$ cat src/rtl/lc3b_control.sv
// lc3b_control: multicycle control FSM for the LC-3b datapath.
// Sequences fetch, decode and execute. It drives the register load enables, the mux selects,
// the ALU op and the memory request handshakes. It also counts retired instructions.
//
// Ports:
//   clk, rst_n        clock and synchronous active-low reset
//   opcode, bit5      IR[15:12] and IR[5] from the datapath
//   branch_enable     BR condition (IR nzp AND CC), consulted only in the BR state
//   mem_resp          memory completion, may arrive in the same cycle as the request
//   load_*            register load enables (PC, IR, regfile, MAR, MDR, CC)
//   *mux_sel, aluop   datapath steering
//   mem_read/write    memory requests, held until mem_resp
//   instr_done        one-cycle pulse in the last cycle of each instruction
//   instret           count of instr_done pulses, wraps modulo 2^CNT_W
module lc3b_control #(
   parameter int unsigned CNT_W = 16
) (
   input  logic             clk,
   input  logic             rst_n,
   input  logic [3:0]       opcode,
   input  logic             bit5,
   input  logic             branch_enable,
   input  logic             mem_resp,
   output logic             load_pc,
   output logic             load_ir,
   output logic             load_regfile,
   output logic             load_mar,
   output logic             load_mdr,
   output logic             load_cc,
   output logic [1:0]       pcmux_sel,
   output logic [1:0]       alumux_sel,
   output logic [1:0]       aluop,
   output logic [1:0]       regfilemux_sel,
   output logic             marmux_sel,
   output logic             mdrmux_sel,
   output logic             storemux_sel,
   output logic             mem_read,
   output logic             mem_write,
   output logic             instr_done,
   output logic [CNT_W-1:0] instret
);

   typedef enum logic [4:0] {
      StFetch1, StFetch2, StFetch3, StDecode,
      StAdd, StAnd, StNot, StBr, StBrTaken,
      StLdr1, StLdr2, StLdr3, StStr1, StStr2, StStr3,
      StJmp, StLea, StIllegal
   } state_e;

   state_e           state_q, state_d;
   logic [CNT_W-1:0] instret_q, instret_d;

   // Next state
   always_comb begin
      state_d = state_q;
      unique case (state_q)
         StFetch1: state_d = StFetch2;
         StFetch2: if (mem_resp) state_d = StFetch3;
         StFetch3: state_d = StDecode;
         StDecode: begin
            unique case (opcode)
               4'b0001: state_d = StAdd;
               4'b0101: state_d = StAnd;
               4'b1001: state_d = StNot;
               4'b0000: state_d = StBr;
               4'b0110: state_d = StLdr1;
               4'b0111: state_d = StStr1;
               4'b1100: state_d = StJmp;
               4'b1110: state_d = StLea;
               default: state_d = StIllegal;
            endcase
         end
         StBr:     state_d = branch_enable ? StBrTaken : StFetch1;
         StLdr1:   state_d = StLdr2;
         StLdr2:   if (mem_resp) state_d = StLdr3;
         StStr1:   state_d = StStr2;
         StStr2:   state_d = StStr3;
         StStr3:   if (mem_resp) state_d = StFetch1;
         default:  state_d = StFetch1;
      endcase
   end

   // Moore output decode; only the memory states look at mem_resp
   always_comb begin
      load_pc        = 1'b0;
      load_ir        = 1'b0;
      load_regfile   = 1'b0;
      load_mar       = 1'b0;
      load_mdr       = 1'b0;
      load_cc        = 1'b0;
      pcmux_sel      = 2'd0;
      alumux_sel     = 2'd0;
      aluop          = 2'd0;
      regfilemux_sel = 2'd0;
      marmux_sel     = 1'b0;
      mdrmux_sel     = 1'b0;
      storemux_sel   = 1'b0;
      mem_read       = 1'b0;
      mem_write      = 1'b0;
      instr_done     = 1'b0;
      unique case (state_q)
         StFetch1: begin
            marmux_sel = 1'b1;
            load_mar   = 1'b1;
            load_pc    = 1'b1;
         end
         StFetch2, StLdr2: begin
            mem_read   = 1'b1;
            mdrmux_sel = 1'b1;
            load_mdr   = mem_resp;
         end
         StFetch3: load_ir = 1'b1;
         StAdd, StAnd: begin
            aluop        = (state_q == StAnd) ? 2'd1 : 2'd0;
            alumux_sel   = {1'b0, bit5};
            load_regfile = 1'b1;
            load_cc      = 1'b1;
            instr_done   = 1'b1;
         end
         StNot: begin
            aluop        = 2'd2;
            load_regfile = 1'b1;
            load_cc      = 1'b1;
            instr_done   = 1'b1;
         end
         StBr: instr_done = ~branch_enable;
         StBrTaken: begin
            pcmux_sel  = 2'd1;
            load_pc    = 1'b1;
            instr_done = 1'b1;
         end
         StLdr1, StStr1: begin
            // Base + offset6 address through the ALU into MAR
            alumux_sel = 2'd2;
            load_mar   = 1'b1;
         end
         StLdr3: begin
            regfilemux_sel = 2'd1;
            load_regfile   = 1'b1;
            load_cc        = 1'b1;
            instr_done     = 1'b1;
         end
         StStr2: begin
            // Source register appears on the SR2 port and passes through the ALU as B
            storemux_sel = 1'b1;
            aluop        = 2'd3;
            load_mdr     = 1'b1;
         end
         StStr3: begin
            mem_write  = 1'b1;
            instr_done = mem_resp;
         end
         StJmp: begin
            pcmux_sel  = 2'd2;
            load_pc    = 1'b1;
            instr_done = 1'b1;
         end
         StLea: begin
            regfilemux_sel = 2'd2;
            load_regfile   = 1'b1;
            load_cc        = 1'b1;
            instr_done     = 1'b1;
         end
         StIllegal: instr_done = 1'b1;
         default: ;
      endcase
   end

   assign instret_d = instret_q + {{(CNT_W-1){1'b0}}, instr_done};
   assign instret   = instret_q;

   always_ff @(posedge clk) begin
      if (!rst_n) begin
         state_q   <= StFetch1;
         instret_q <= '0;
      end else begin
         state_q   <= state_d;
         instret_q <= instret_d;
      end
   end

endmodule

$ cat config.mk
export PLATFORM = sky130hd
export DESIGN_NAME = lc3b_control
export DESIGN_NICKNAME = d
export VERILOG_FILES = /design/src/rtl/lc3b_control.sv
export SDC_FILE = /design/constraint.sdc
export NUM_CORES = 1
export LEC_CHECK = 0
export BUFFER_PORTS_ARGS = -buffer_cell sky130_fd_sc_hd__buf_2
export CORE_ASPECT_RATIO = 1.75
export CORE_MARGIN = 1
export CORE_UTILIZATION = 45
export CTS_BUF_LIST = sky130_fd_sc_hd__clkbuf_8
export CTS_CLUSTER_SIZE = 10
export DETAILED_ROUTE_END_ITERATION = 7
export PLACE_DENSITY = 0.71
export SETUP_SLACK_MARGIN = 0.4
export SLEW_MARGIN = 10
export SYNTH_ARGS = -nofsm -noshare
export SYNTH_HDL_FRONTEND = slang
export SYNTH_SLANG_ARGS = --single-unit
$ cat constraint.sdc
create_clock -name clk -period 5.8 [get_ports clk]
set_input_delay 0 -clock clk [delete_from_list [all_inputs] [get_ports clk]]
set_output_delay 0 -clock clk [all_outputs]
set_load 0.02 [all_outputs]
==> results.py <==
metrics = {
    "outcome": {
        "status": "finished clean",
    },
    "synth": {
        "ys_ff_latch": 21,
        "synth.most_common_cell": "dfxtp_1",
        "synthTopCellsByCount": "dfxtp_1, nand2_1, and2_1",
        "ys.flop_type": "dfxtp_1",
        "synth-edff-count": 0,
        "avgSynthCellArea_um2": 7.72,
        "syn_nets": 199,
        "synthArstFlopShare_pct": 0,
        "synthDistinctLibCells": 44,
        "ys_warn_count": 0,
        "synthTopCellsByArea": "dfxtp_1, and2_1, xor2_1, nor3_1, nand2_1",
        "synth_top_area_share_pct": 29.0,
        "synth_largest_area_cell": "dfxtp_1",
        "yosysSeqAreaShare_pct": 29.0,
        "syn_area_mm2": 0.00145,
        "synth_cells": 188,
    },
    "global_route": {
        "grt_pass1_vias": 1347,
        "gr-total-overflow": 0,
        "grt_max_degree": 23,
        "grt_pass1_wl_um": 5690,
        "grt_use_total_pct": 21.5,
        "antenna_found_initial": 0,
    },
    "sta": {
        "fin_crit_sh_pct": 45.8,
        "fin_setup_tns_ps": 0,
        "hold_viol": 0,
        "layout_setup_ws_ps": 3150,
        "finalSetupViolations": 0,
        "finalMaxSlewViolations": 0,
        "slew_headroom_pct": 54.0,
        "max_freq_mhz": 377,
        "fin_skew_ps": 11.8,
        "rsz0062_at_grt": "false",
        "tightestPinTransition_ps": 690,
        "finalWorstPathRequiredPeriod_ps": 2650,
    },
    "finish": {
        "final_layout_size_suffix_gt1_share_pct": 24.1,
        "syn2layout_area_growth_pct": 17.8,
        "antenna_cells": 0,
        "n_fill_cell": 319,
        "finalNetCount": 236,
        "finalInstanceArea_mm2": 0.00171,
    },
    "power_and_ir_drop": {
        "vdd_drop_max_uv": 263,
        "combPwrFrac_pct": 42.6,
        "p_switching_uw": 213,
        "p_clk_share_pct": 19.0,
        "p_int_uw": 277,
        "netSwitchingFraction_pct": 43.4,
        "p_leak_nw": 0.823,
        "power_density_mw_per_mm2": 287,
        "power_frac_seq_pct": 38.4,
    },
    "drt": {
        "drt-pass1-iter-count": 4,
        "avgRoutedWirePerCell_um": 13.1,
        "drt_iter0_markers": 34,
        "wl_um": 3480,
        "drc": 0,
        "via_per_inst": 5.48,
        "vias": 1458,
        "postRouteAntennaNets": 0,
    },
    "critical_path": {
        "path_class": "flop to flop",
        "timing.rr.start": "state_q[2]$_SDFFE_PN0P_",
        "slowest_delay_ps": 750,
        "path_cells": "nor2b_1, o21ai_0, a21oi_1, a221o_1, ha_1, ha_1, nand2_1, nor4_1, xor2_1, and2_1",
        "worst_ep_required_time_ps": 5960,
        "cp_common_cell": "ha_1",
        "path_max_fanout": 21,
        "r2r_end": "instret[12]$_SDFF_PN0_",
        "cp-end-kind": "flop",
        "reg2reg_slack_ps": 3150,
        "cp_data_arrival_time_ps": 2810,
        "slowest_stage": "dfxtp_1",
        "r2r_cells": 10,
        "critPathLaunchType": "flop",
    },
    "cts": {
        "cts_tree": "built",
        "htreeDepth": 1,
        "ctsResizeCount": 0,
        "ctsLongestPathBuffers": 2,
        "hold_buffers": 0,
        "insertion_delay_ps": 260,
        "root_buffer": "clkbuf_8",
        "clk_pin_slew_ps": 80,
        "clock-sinks": 21,
        "post_cts_buffers": 0,
        "cts_inserted_buffers": 3,
    },
    "floorplanning": {
        "die_h_um": 77.1,
        "rows": 26,
        "initial_utilization_pct": 48.5,
        "die_area_mm2": 0.00347,
        "die_w_um": 44.9,
        "num_io_pins": 45,
        "core_mm2": 0.00299,
    },
    "placement": {
        "pre_cts_ws_ps": 3170,
        "dp_hpwl_um": 2730,
        "io_buffers": 44,
        "gp_congestion": 0.838,
        "placed_cell_area_mm2": 0.00166,
    },
    "hold_path": {
        "hold_path_depth": 3,
        "hold_path.startpoint": "opcode[1]",
        "hold_path_end": "state_q[4]$_SDFFE_PN0P_",
        "min_path_type": "input pin to flop",
    },
    "run": {
        "max-cap-violations": 0,
    },
}
-- cells in the final DEF, fill, tap and decap left out, types with 2 or more instances in the layout --
cell type and count:
nand2_1 16, xnor2_1 5, nor2_1 10, a21boi_0 2, dfxtp_1 21, a31oi_1 3, inv_1 8, and3_1 3
a21oi_1 7, xor2_1 9, nand3_1 6, nor3_1 12, o22ai_1 2, nor3b_1 2, and2_1 14, clkbuf_8 3
and3b_1 2, nor4_1 4, o21ai_0 7, nand4_1 4, ha_1 2, nand2b_1 7, nor2b_1 5, a32oi_1 4
a21o_1 4, buf_2 44, mux2i_1 3
-- through the flow --
step,util [%],hold slack (ps),instances,power [mW]
2_1_floorplan,-,150,188,0.347
3_3_place_gp,55.6,330,262,0.399
3_5_place_dp,55.6,330,262,0.399
4_1_cts,57.1,56.3,266,0.493
5_1_grt,57.1,105,266,0.527
6_report,57.1,65.7,266,0.491
-- routing by layer --
metal / up-vias / GRT usage, % / wire length, um
met5: - / 0 / 0
met4: 0 / 9.39 / 55
met3: 6 / 1.65 / 125
met2: 41 / 41.2 / 1990
met1: 676 / 21.5 / 1310
li1: 735 / - / -
-- worst max-delay path by stage --
| stage | depth (start not counted) | to | start |
|---|---|---|---|
| 2_1_floorplan | 10 | instret[12]$_SDFF_PN0_ | state_q[2]$_SDFFE_PN0P_ |
| 4_1_cts | 10 | instret[12]$_SDFF_PN0_ | state_q[2]$_SDFFE_PN0P_ |
| 3_5_place_dp | 10 | instret[12]$_SDFF_PN0_ | state_q[2]$_SDFFE_PN0P_ |
| 3_3_place_gp | 10 | instret[12]$_SDFF_PN0_ | state_q[2]$_SDFFE_PN0P_ |
| 6_report | 10 | instret[12]$_SDFF_PN0_ | state_q[2]$_SDFFE_PN0P_ |
| 5_1_grt | 10 | instret[12]$_SDFF_PN0_ | state_q[2]$_SDFFE_PN0P_ |
-- power by group through the flow --
stage | logic (mW) | registers [mW] | clock network (mW)
6_report | 0.209 | 0.188 | 0.0934
5_1_grt | 0.230 | 0.194 | 0.103
4_1_cts | 0.209 | 0.187 | 0.0970
3_5_place_dp | 0.209 | 0.191 | 0
3_3_place_gp | 0.208 | 0.190 | 0
2_1_floorplan | 0.183 | 0.164 | 0
-- worst max-delay path: cells and delay by family (launching register included) --
kind                       cells  cell delay [ps]
DFF                            1              750
xor gates and xnor gates       1              100
AOI/OAI and AO/OA              3              440
and+or+nand+nor                4              910
adders and majority gates      2              360
-- state kept, by name (all words and copies together) (netlist names) --
| signal | count |
|---|---|
| instret | 16 |
| state_q | 5 |
-- kinds of logic (layout without fill, tap and decap cells) --
group | Yosys count | in the layout | synth area share (%)
simple gates | 94 | 94 | 36.6
xor+xnor | 14 | 14 | 8.45
buf+inv | 19 | 55 | 5.95
mux | 3 | 3 | 2.07
fa+ha+maj | 2 | 2 | 1.72
flops | 21 | 21 | 29.0
compound gates | 35 | 35 | 16.2
-- final cells by class --
type	instances	area [um^2]	area share, %
multi-input combinational	148	945	55.3
sequential	21	420	24.6
timing repair buffer	44	220	12.9
tap	42	52.6	3.07
clock buffer	3	41.3	2.42
inverter	7	26.3	1.54
clock inverter	1	3.75	0.220
Note: power is estimated with default switching activity, not from simulation.
